--- src/rtl/cpu_pkg.sv ---
// Shared definitions for the 5-stage MIPS core: widths, control-bundle bit
// positions and the NOP encoding.
package cpu_pkg;

    localparam int DW   = 32;
    localparam int CTRW = 9;

    // Control bundle, MSB first: {RegWrite, MemtoReg, MemWrite, MemRead, ALUSrc, RegDst, ALUControl[2:0]}
    localparam int CTL_REGWRITE = 8;
    localparam int CTL_MEMTOREG = 7;
    localparam int CTL_MEMWRITE = 6;
    localparam int CTL_MEMREAD  = 5;
    localparam int CTL_ALUSRC   = 4;
    localparam int CTL_REGDST   = 3;
    localparam int CTL_ALUCTL   = 0;
    localparam int CTL_ALUCTL_W = 3;

    localparam logic [31:0] NOP_INSTR = 32'h0000_0000;

endpackage

--- src/rtl/id_ex_stage_hazard_detect.sv ---
// Load-use hazard detector: requests a stall when the load in EX writes a
// register that the instruction in decode reads.
module hazard_detect #(
    parameter int DW = 32
) (
    input  logic          i_validE,
    input  logic          i_mem_readE,
    input  logic [4:0]    i_rtE,
    input  logic          i_validD,
    input  logic [DW-1:0] i_instrD,
    input  logic          i_flush,
    input  logic          i_hold,
    output logic          o_stall_req
);

    logic w_src_match;
    logic w_load_in_ex;

    // Compare the load destination against both decode source fields.
    always_comb begin
        w_src_match  = (i_rtE == i_instrD[25:21]) || (i_rtE == i_instrD[20:16]);
        w_load_in_ex = i_validE && i_mem_readE && (i_rtE != 5'd0);
        if (i_flush || i_hold) begin
            o_stall_req = 1'b0;
        end else begin
            o_stall_req = w_load_in_ex && i_validD && w_src_match;
        end
    end

endmodule

--- src/rtl/id_ex_stage.sv ---
// ID/EX pipeline register: captures decode operands and control, inserts
// bubbles on flush or load-use, and counts bubbles with a saturating counter.
module id_ex_stage #(
    parameter int DW   = cpu_pkg::DW,
    parameter int CTRW = cpu_pkg::CTRW,
    parameter int CNTW = 16
) (
    input  logic            clk,
    input  logic            rst_n,
    input  logic            flush,
    input  logic            hold,
    input  logic            validD,
    input  logic [DW-1:0]   instrD,
    input  logic [DW-1:0]   pcD,
    input  logic [DW-1:0]   rsdataD,
    input  logic [DW-1:0]   rtdataD,
    input  logic [DW-1:0]   immD,
    input  logic [CTRW-1:0] ctrlD,
    output logic            validE,
    output logic [DW-1:0]   instrE,
    output logic [DW-1:0]   pcE,
    output logic [DW-1:0]   rsdataE,
    output logic [DW-1:0]   rtdataE,
    output logic [DW-1:0]   immE,
    output logic [CTRW-1:0] ctrlE,
    output logic [4:0]      rsE,
    output logic [4:0]      rtE,
    output logic [4:0]      rdE,
    output logic            stall_req,
    output logic [CNTW-1:0] bubble_cnt
);

    import cpu_pkg::*;

    logic            r_valid;
    logic [CTRW-1:0] r_ctrl;
    logic [DW-1:0]   r_instr;
    logic [DW-1:0]   r_pc;
    logic [DW-1:0]   r_rsdata;
    logic [DW-1:0]   r_rtdata;
    logic [DW-1:0]   r_imm;
    logic [CNTW-1:0] r_bubble_cnt;
    logic            w_stall;
    logic            w_bubble;

    hazard_detect #(
        .DW (DW)
    ) u_hazard (
        .i_validE    (r_valid),
        .i_mem_readE (r_ctrl[CTL_MEMREAD]),
        .i_rtE       (r_instr[20:16]),
        .i_validD    (validD),
        .i_instrD    (instrD),
        .i_flush     (flush),
        .i_hold      (hold),
        .o_stall_req (w_stall)
    );

    // A bubble is inserted only when EX is not frozen; flush and stall collapse into one.
    always_comb begin
        if (hold) begin
            w_bubble = 1'b0;
        end else begin
            w_bubble = flush || w_stall;
        end
    end

    // Valid, control and instruction word: hold, bubble, or load from decode.
    always_ff @(posedge clk or negedge rst_n) begin
        if (!rst_n) begin
            r_valid <= 1'b0;
            r_ctrl  <= {CTRW{1'b0}};
            r_instr <= NOP_INSTR[DW-1:0];
        end else if (hold) begin
            r_valid <= r_valid;
            r_ctrl  <= r_ctrl;
            r_instr <= r_instr;
        end else if (w_bubble) begin
            r_valid <= 1'b0;
            r_ctrl  <= {CTRW{1'b0}};
            r_instr <= NOP_INSTR[DW-1:0];
        end else begin
            r_valid <= validD;
            r_ctrl  <= validD ? ctrlD : {CTRW{1'b0}};
            r_instr <= instrD;
        end
    end

    // Data operands load whenever EX advances; their content is irrelevant in a bubble.
    always_ff @(posedge clk or negedge rst_n) begin
        if (!rst_n) begin
            r_pc     <= {DW{1'b0}};
            r_rsdata <= {DW{1'b0}};
            r_rtdata <= {DW{1'b0}};
            r_imm    <= {DW{1'b0}};
        end else if (!hold) begin
            r_pc     <= pcD;
            r_rsdata <= rsdataD;
            r_rtdata <= rtdataD;
            r_imm    <= immD;
        end else begin
            r_pc     <= r_pc;
            r_rsdata <= r_rsdata;
            r_rtdata <= r_rtdata;
            r_imm    <= r_imm;
        end
    end

    // Saturating bubble counter.
    always_ff @(posedge clk or negedge rst_n) begin
        if (!rst_n) begin
            r_bubble_cnt <= {CNTW{1'b0}};
        end else if (w_bubble && (r_bubble_cnt != {CNTW{1'b1}})) begin
            r_bubble_cnt <= r_bubble_cnt + {{(CNTW-1){1'b0}}, 1'b1};
        end else begin
            r_bubble_cnt <= r_bubble_cnt;
        end
    end

    assign validE     = r_valid;
    assign ctrlE      = r_ctrl;
    assign instrE     = r_instr;
    assign pcE        = r_pc;
    assign rsdataE    = r_rsdata;
    assign rtdataE    = r_rtdata;
    assign immE       = r_imm;
    assign rsE        = r_instr[25:21];
    assign rtE        = r_instr[20:16];
    assign rdE        = r_instr[15:11];
    assign stall_req  = w_stall;
    assign bubble_cnt = r_bubble_cnt;

endmodule
--- config.mk ---
export PLATFORM = sky130hd
export DESIGN_NAME = id_ex_stage
export DESIGN_NICKNAME = d
export VERILOG_FILES = /design/src/rtl/cpu_pkg.sv /design/src/rtl/id_ex_stage_hazard_detect.sv /design/src/rtl/id_ex_stage.sv
export SDC_FILE = /design/constraint.sdc
export NUM_CORES = 1
export LEC_CHECK = 0
export ABC_AREA = 1
export CORE_UTILIZATION = 37
export DETAILED_ROUTE_END_ITERATION = 10
export PLACE_DENSITY = 0.78
export REMOVE_ABC_BUFFERS = 1
export SETUP_SLACK_MARGIN = 0.3
export SYNTH_ARGS = -nofsm -noshare
export SYNTH_HDL_FRONTEND = slang
export SYNTH_SLANG_ARGS = --single-unit
--- constraint.sdc ---
create_clock -name clk -period 1.6 [get_ports clk]
set_input_delay 0.24 -clock clk [delete_from_list [all_inputs] [get_ports clk]]
set_output_delay 0.24 -clock clk [all_outputs]
set_load 0.02 [all_outputs]
==> metrics, run 1 <==
Rel. slew slack 61.0%; chip height 147 um; deepest clock path buffer count 2; Post-synth ARST share between 90% and 100%; switching part of the total between 30% and 40%; vias per cell roughly 4.8; Reg2Reg Depth 14; layout net count between 1500 and 2000; Reg clk slew, reported paths roughly 0.08 ns; antenna cells 0; post-synthesis average cell area around 8.3 um^2; die area ~22000 um^2; Worst-Skew Late Latency around 0.43 ns; Worst Tran Pin Value approximately 0.6 ns; CP bufs+invs 4; Post-Route WL 26000 um; Req. time, crit path between 1.5 and 2 ns; TritonRoute pass-1 iters 5; Cell Rows between 50 and 60; setup tns final -11.87 ns; reported net switching power 3.86 mW; CP Capture Type register; antenna-violating nets left 0; DRC viols 0; Pleak between 6 and 7 nW; die width around 150 um; Buffers on Ports about 380; mapped cell area 7790 um^2; Final Setup Violations 60; Yosys top cell area share 59.7%; RePlAce Congestion 0.966; failing checks negative setup slack; Final Critical Period 1.91 ns; H-tree Lvls 4; outcome finished, violations left; HPWL after detailed placement 17400 um; Initial DRC Count 375; register area share after synthesis 59.7%; setup slack, reg-to-reg -0.31 ns; first-pass GRT wire length 39700 um; Setup crit start kind register; GRT Util Overall 23.5%; EDFF count, synth 0; power share of the clock group 34.2%; worst min path class in -> async; largest net degree at the start of global routing 85; synthesized netlist cell count between 900 and 1000; Root Driver clkbuf_16; Slew Viols, Final 0; clk sinks 186; Internal 8.53 mW; combinational power share roughly 22%; hold slack final 0.244 ns; count of cell types in the netlist 25; area of the core just over 20000 um^2; Seq pwr share 43.7%; WL/cell 16.1 um; Final Core Density 60.7%; post-synth top area cell dfrtp_1; Slowest Stage Delay on Critical Path 0.48 ns; crit-path leading delay family simple AND/OR/NAND/NOR gates; max-cap violation count 0; vias in the first global route around 7600; CP Cell Sequence nand2_2, inv_4, nor2_4, nor2_1, nand3_1, nand2_2, nand2_4, buf_6, buf_12, nand2_8, buf_12, nand3_4, nand2_2, nand2_1; Ports around 380; maximum fanout along the worst path 7; Main synth FF type dfrtp_1; Fin. Hold Viols 0; CTS Buf Count 17; reg2reg end bubble_cnt[0]; top cells by area, synth dfrtp_1, nand2_1, nand3_1; Tcrit/Tclk final 119%; share of layout cells above drive strength 1 between 20 and 30%; most common library cells after synthesis nand2_1, dfrtp_1, nand3_1, inv_1, clkbuf_1; VDD IR-drop max 0.000642 V; P&R area growth vs syn 59.0%; CP arrival 2.22 ns; Highest Clock Rate 0.524 GHz; clock skew around 0.013 ns; Warnings, synthesis 0; initial core utilization 38.1%; CP Class reg -> reg; RSZ-0062 raised after global routing yes; most common cell in the synthesized netlist nand2_1; Max stage delay cell, worst path dfrtp_2; Pwr Total 12.4 mW; reg-to-reg critical path startpoint instrE[16]; initial antenna violation count 0; setup ws final -0.308 ns; GRT Residual Overflow 0; CTS tree built; #FFs+latches synth approximately 190; pwr dens 1000 nW/um^2; critical path's most frequent cell nand2_2; vias 7709
## power groups by stage
stage	registers, mW	logic (mW)	clock network [mW]
2_1_floorplan	6.00	0.534	0
3_5_place_dp	5.48	2.88	0
6_report	5.41	2.74	4.24
4_1_cts	5.39	2.62	4.34
3_3_place_gp	5.46	2.84	0
5_1_grt	5.46	2.94	4.49
## flip-flops by register name, indices dropped and copies added (netlist names)
register,flops
rsdataE,32
pcE,32
immE,32
instrE,32
validE,1
ctrlE,9
rtdataE,32
bubble_cnt,16
## how the worst max path moves through the flow
stage	start	end	slack [ns]	depth (start not counted)
final	instrE[16]	bubble_cnt[0]	-0.31	14
after floorplan	hold	ctrlE[0]	-0.54	4
after CTS	instrE[16]	stall_req	-0.24	9
after detailed placement	instrD[20]	stall_req	-0.55	10
after global routing	instrE[16]	bubble_cnt[0]	-0.40	14
after global placement	instrD[23]	stall_req	-0.52	10
## kinds of logic after synthesis
| logic type | after synthesis | share of synthesized area (%) |
|---|---|---|
| AND/OR/NAND/NOR | 629 | 32.5 |
| flip-flops | 186 | 59.7 |
| buffers and inverters | 104 | 6.20 |
| AO/OA/AOI/OAI | 9 | 0.626 |
| XOR/XNOR | 7 | 0.787 |
| adder cells (fa/ha/maj) | 1 | 0.161 |
## repair_timing
action | in CTS | in global routing
pin swaps | 7 | 12
endpoints found under the hold margin | 59 | 0
endpoints found under the setup margin | 260 | 84
hold buffers | 1 | 0
setup buffers | 24 | 9
cloned | 3 | 1
resized for setup | 909 | 65
## per-layer routing
layer / part of all wire [%] / vias up / track usage (%) / wire [um]
met5: 0 / - / 0 / 0
met4: 3.8 / 0 / 10.7 / 984
li1: - / 3662 / - / -
met3: 8.0 / 59 / 7.05 / 2080
met1: 38 / 3659 / 26.6 / 9880
met2: 50 / 329 / 40.5 / 13100
## worst register-to-register path: cells and delay by family (launching register included)
family	cells	cell delay [ns]
buffers and inverters	4	0.44
and+or+nand+nor	10	0.89
DFF	1	0.48
## cell usage in the layout (no fill, tap or decap), types with 2 or more instances in the layout
| cell type | synthesis | layout |
|---|---|---|
| buf_12 | 0 | 13 |
| buf_16 | 0 | 2 |
| buf_2 | 11 | 179 |
| buf_4 | 17 | 41 |
| buf_6 | 2 | 36 |
| clkbuf_16 | 0 | 18 |
| clkdlybuf4s50_1 | 0 | 171 |
| clkinv_2 | 0 | 2 |
| clkinv_8 | 0 | 2 |
| dfrtp_1 | 186 | 172 |
| dfrtp_2 | 0 | 14 |
| inv_1 | 38 | 34 |
| inv_2 | 4 | 7 |
| inv_4 | 0 | 2 |
| inv_6 | 0 | 7 |
| nand2_1 | 532 | 518 |
| nand2_2 | 2 | 14 |
| nand2_8 | 1 | 4 |
| nand3_1 | 49 | 22 |
| nand3_2 | 1 | 23 |
| nand3_4 | 0 | 5 |
| nand4_1 | 21 | 21 |
| nor2_1 | 18 | 16 |
| nor2_2 | 2 | 2 |
| nor2_4 | 0 | 2 |
| o21ai_2 | 0 | 5 |
| o22ai_2 | 0 | 3 |
| xnor2_1 | 3 | 3 |
| xor2_1 | 4 | 4 |
## stage by stage
stage / worst slack (ns) / std cells / instance area (um^2)
2_1_floorplan: -0.540 / 875 / 7470
3_3_place_gp: -0.524 / 1552 / 11900
3_5_place_dp: -0.555 / 1552 / 11900
4_1_cts: -0.239 / 1612 / 12100
5_1_grt: -0.400 / 1622 / 12400
6_report: -0.308 / 1622 / 12400
## layout make-up
cell class                 instances  area [um^2]
multi-input combinational        647         2960
tap                              270          338
fill                            1744         8040
clock buffer                      18          429
timing repair buffer             444         3670
sequential                       186         4670
clock inverter                    14          154
inverter                          43          166
No activity file was read; power rests on OpenSTA's default activity.
==> run 2: changes to the inputs <==
--- a/config.mk
+++ b/config.mk
@@ -7,8 +7,9 @@
 export LEC_CHECK = 0
 export ABC_AREA = 1
 export CORE_UTILIZATION = 37
+export CTS_CLUSTER_SIZE = 30
 export DETAILED_ROUTE_END_ITERATION = 10
-export PLACE_DENSITY = 0.78
+export PLACE_DENSITY = 0.88
 export REMOVE_ABC_BUFFERS = 1
 export SETUP_SLACK_MARGIN = 0.3
 export SYNTH_ARGS = -nofsm -noshare
==> run 2 against run 1 <==
  * The run still ends with negative setup slack left
  * Critical endpoint is now stall_req
  * Worst hold slack better by 0.047 ns
  * Highest routed layer unchanged
  * Sequential share of layout area decreased by 0.26 points
  * Power increased by 0.16%
==> metrics, run 2 (synthesis results as in run 1) <==
outcome finished, violations left; failing checks negative setup slack; TritonRoute pass-1 iters 5; clock skew 0.0129 ns; CP arrival 1.74 ns; largest net degree at the start of global routing around 140; reg-to-reg critical path startpoint instrE[17]; Setup crit start kind register; footprint of the multi-input gates 3040 um^2; pwr dens around 1000 nW/um^2; GRT Residual Overflow 0; DRC viols 0; deepest clock path buffer count 2; P&R area growth vs syn 60.0%; Placed Area 11900 um^2; Reg area 4670 um^2; Cell Rows 52; Slowest Stage Delay on Critical Path 0.46 ns; CP Cell Sequence buf_6, nor2_4, nand4_1, nand4_1, inv_2, nand2_4, inv_2, buf_6; Root Driver clkbuf_16; Final Critical Period 1.98 ns; clk sinks around 190; die area 21600 um^2; Initial DRC Count 350; uppermost routed layer met4; Internal 8.51 mW; Post-Route WL 26400 um; H-tree Lvls 4; setup ws final -0.377 ns; Final Setup Violations 62; combinational power share 22.5%; most frequent cells in the layout nand2_1, buf_2, dfrtp_1; Max stage delay cell, worst path dfrtp_2; crit path to stall_req; layout net count 1516; share of layout cells above drive strength 1 29.2%; antenna-violating nets left 0; most common cell after layout, fill and taps aside nand2_1; # fillers between 1500 and 2000; GRT Util Overall 23.5%; power share of the clock group about a third; CP Capture Type output pin; CTS tree built; RSZ-0062 raised after global routing yes; CP Class reg -> out; Reg clk slew, reported paths 0.07 ns; max-cap violation count 0; die width 147 um; setup tns final -15.95 ns; Reg2Reg Depth 13; routed wl met3 2220 um; vias between 7000 and 8000; vias per cell approximately 4.8; maximum fanout along the worst path 5; switching part of the total roughly a third; Seq pwr share between 40% and 50%; area of the core 20400 um^2; antenna cells 0; worst setup path start instrE[17]; vias in the first global route 7733; WL/cell 16.3 um; Tcrit/Tclk final 124%; Buffers on Ports 375; Req. time, crit path 1.36 ns; setup slack, reg-to-reg -0.37 ns; RePlAce Congestion 0.966; reg2reg end ctrlE[6]; initial antenna violation count 0; chip height 147 um; pre-CTS WS -0.589 ns; length of routed wiring on met1 9820 um; Worst Tran Pin Value ~0.6 ns; Rel. slew slack 59.8%; Ports 376; Worst-Skew Late Latency 0.43 ns; Highest Clock Rate 0.506 GHz; CTS Buf Count 17; Pleak ~6.7 nW; worst min path class in -> async; VDD IR-drop max roughly 0.0006 V; HPWL after detailed placement 17200 um; reported net switching power 3.89 mW; Design Area, Final 12500 um^2; first-pass GRT wire length around 40000 um; Slew Viols, Final 0; met2 wire length between 10000 and 15000 um; Fin. Hold Viols 0; initial core utilization 38.1%
## run 2: critical path: cells and delay by family, from the launching register on
family / cells / cell delay [ns]
buffers and inverters: 4 / 0.37
and+or+nand+nor: 4 / 0.50
DFF: 1 / 0.46
## run 2: worst min-delay path by stage
stage,slack (ns),cells past startpoint,to
after floorplan,-0.06,0,bubble_cnt[0]
after global placement,0.20,1,pcE[18]
after detailed placement,0.20,1,pcE[18]
after CTS,0.30,2,pcE[18]
after global routing,0.30,2,pcE[18]
final,0.29,2,pcE[18]
## run 2: repair_timing
item,CTS,global route
hold buffers,1,0
pin swaps,16,17
resized for setup,909,73
hold endpoints to repair,34,0
buffers inserted,24,11
endpoints found under the setup margin,260,84
cloned,4,1
## run 2: per-stage QoR
stage | power [mW] | hold WS (ns) | utilization, % | cells
after detailed placement | 8.37 | 0.197 | 58.2 | 1551
after CTS | 12.3 | 0.295 | 59.2 | 1612
after global routing | 12.9 | 0.296 | 61.0 | 1624
after global placement | 8.29 | 0.197 | 58.2 | 1551
after floorplan | 6.54 | -0.0556 | - | 875
final | 12.4 | 0.291 | 61.0 | 1624
## run 2: power by group through the flow
stage	Sequential [mW]	Combinational [mW]	Clock, mW
6_report	5.40	2.79	4.21
5_1_grt	5.46	3.00	4.49
4_1_cts	5.39	2.64	4.28
3_5_place_dp	5.47	2.90	0
3_3_place_gp	5.46	2.83	0
2_1_floorplan	6.00	0.534	0
## run 2: cell type report
type / count / area share, %
Clock buffer: 20 / 3.74
Multi-Input combinational cell: 649 / 24.4
Inverter: 43 / 1.31
Sequential cell: 186 / 37.4
Tap cell: 270 / 2.71
Clock inverter: 12 / 1.04
Timing Repair Buffer: 444 / 29.4
## run 2: layer usage
layer | vias up | track usage [%]
li1 | 3671 | -
met1 | 3688 | 26.6
met2 | 386 | 41.7
met3 | 48 | 6.86
met4 | 0 | 8.51
met5 | - | 0
==> run 3: changes to the inputs <==
--- a/config.mk
+++ b/config.mk
@@ -6,10 +6,11 @@
 export NUM_CORES = 1
 export LEC_CHECK = 0
 export ABC_AREA = 1
-export CORE_UTILIZATION = 37
+export CORE_UTILIZATION = 38
+export CTS_BUF_LIST = sky130_fd_sc_hd__clkbuf_8
 export CTS_CLUSTER_SIZE = 30
 export DETAILED_ROUTE_END_ITERATION = 10
-export PLACE_DENSITY = 0.88
+export PLACE_DENSITY = 0.9
 export REMOVE_ABC_BUFFERS = 1
 export SETUP_SLACK_MARGIN = 0.3
 export SYNTH_ARGS = -nofsm -noshare
==> run 3 against run 2 <==
  * Register-to-register slack worse by 0.02 ns
  * The flow still finishes with violations (negative setup slack)
  * Power shrank 5.4%
  * First-iteration DRC count grew 32%
  * Worst hold slack better by 0.0055 ns
==> metrics, run 3 (synthesis results as in run 1) <==
Highest Clock Rate 0.501 GHz; vias in the first global route 8055; HPWL after detailed placement between 15000 and 20000 um; CP arrival 2.32 ns; outcome finished, violations left; Ports about 380; TritonRoute pass-1 iters 5; clk sinks 186; antenna-violating nets left 0; die width between 100 and 150 um; area of the core between 20000 and 25000 um^2; H-tree Lvls 4; layout net count 1587; Buffers on Ports between 300 and 400; Design Area, Final 13600 um^2; setup ws final -0.394 ns; Pwr Total 11.7 mW; first-pass GRT wire length 40800 um; Worst-Skew Late Latency 0.45 ns; VDD IR-drop max 0.000702 V; vias per cell 4.91; Req. time, crit path ~1.9 ns; pre-CTS WS -0.592 ns; Initial DRC Count 463; Placed Area 12000 um^2; die area 21100 um^2; setup tns final -17.37 ns; initial core utilization between 30% and 40%; most common cell after layout, fill and taps aside nand2_1; # fillers approximately 1400; Pleak 7.15 nW; GRT Util Overall 24.3%; Root Driver clkbuf_8; deepest clock path buffer count 2; failing checks negative setup slack; pwr dens 866 nW/um^2; most frequent cells in the layout nand2_1, dfrtp_1, clkdlybuf4s50_1; chip height 145 um; Fin. Hold Viols 0; Final Critical Period between 1.5 and 2 ns; Post-Route WL 28200 um; Final Setup Violations 63; WL/cell 16.7 um; max-cap violation count 0; maximum fanout along the worst path 6; CTS Buf Count 17; worst min path class in -> async; CP Capture Type register; footprint of the multi-input gates just over 3000 um^2; Setup crit start kind register; share of layout cells above drive strength 1 32.3%; Slew Viols, Final 0; hold slack final 0.297 ns; Tcrit/Tclk final 125%; GRT Residual Overflow 0; CTS tree built; Worst Tran Pin Value 0.800 ns; RSZ-0062 raised after global routing yes; Reg area roughly 4700 um^2; largest net degree at the start of global routing roughly 170; vias between 8000 and 9000; Reg clk slew, reported paths 0.11 ns; DRC viols 0; Cell Rows 52; RePlAce Congestion 0.917; P&R area growth vs syn 73.9%; clock skew between 0.015 and 0.02 ns; Rel. slew slack a little under half; initial antenna violation count 1; CP Class reg -> reg
[run 3: critical path, cell delays in order (launching register included)]
cell and delay (ns):
dfrtp_2 0.47, nor2_1 0.18, nor2_1 0.08, nor2_1 0.13, nand3_2 0.11, nand2_2 0.11
nand2_4 0.06, buf_6 0.11, buf_12 0.13, buf_6 0.11, buf_6 0.11, buf_16 0.13
nand3_2 0.05, nand2_1 0.09
[run 3: final timing paths]
check	from	end	slack, ns	cells past startpoint
setup / recovery	instrE[16]	instrE[13]	-0.39	13
hold / removal	rst_n	rsdataE[11]	0.30	2
setup reg to reg	instrE[16]	instrE[13]	-0.39	13
hold reg to reg	immE[8]	immE[8]	0.48	2
max in group asynchronous	rst_n	pcE[1]	0.67	3
min in group clk	rsdataD[8]	rsdataE[8]	0.31	3
[run 3: area by class of cell]
type	instances	share of cell area [%]
Timing Repair Buffer	517	36.7
Sequential cell	186	34.4
Multi-Input combinational cell	647	22.6
Tap cell	270	2.49
Clock buffer	17	1.73
Inverter	43	1.23
Clock inverter	15	0.886
Antenna cell	1	0.0185
[run 3: power by group]
part / internal [mW] / switching (mW)
logic: 1.67 / 1.69
registers: 5.11 / 0.328
clock network: 1.11 / 1.82
total: 7.90 / 3.84
[run 3: layer usage]
layer / GRT usage, % / share of wire (%) / wire length [um]
met1: 27.3 / 36 / 10200
met2: 42.3 / 51 / 14400
met3: 7.14 / 7.9 / 2230
met4: 11.5 / 4.7 / 1330
met5: 0 / 0 / 0
[run 3: repair_timing]
action	4_1_cts	5_1_grt
setup endpoints to repair	260	203
buffers inserted	40	57
hold endpoints to repair	37	0
resized for setup	972	216
hold buffers	1	0
pin swaps	22	37
cloned	5	0
[run 3: per-stage QoR]
stage / util, % / instances
4_1_cts: 61.6 / 1638
3_5_place_dp: 59.7 / 1560
3_3_place_gp: 59.7 / 1560
2_1_floorplan: - / 875
6_report: 67.2 / 1696
5_1_grt: 67.2 / 1696
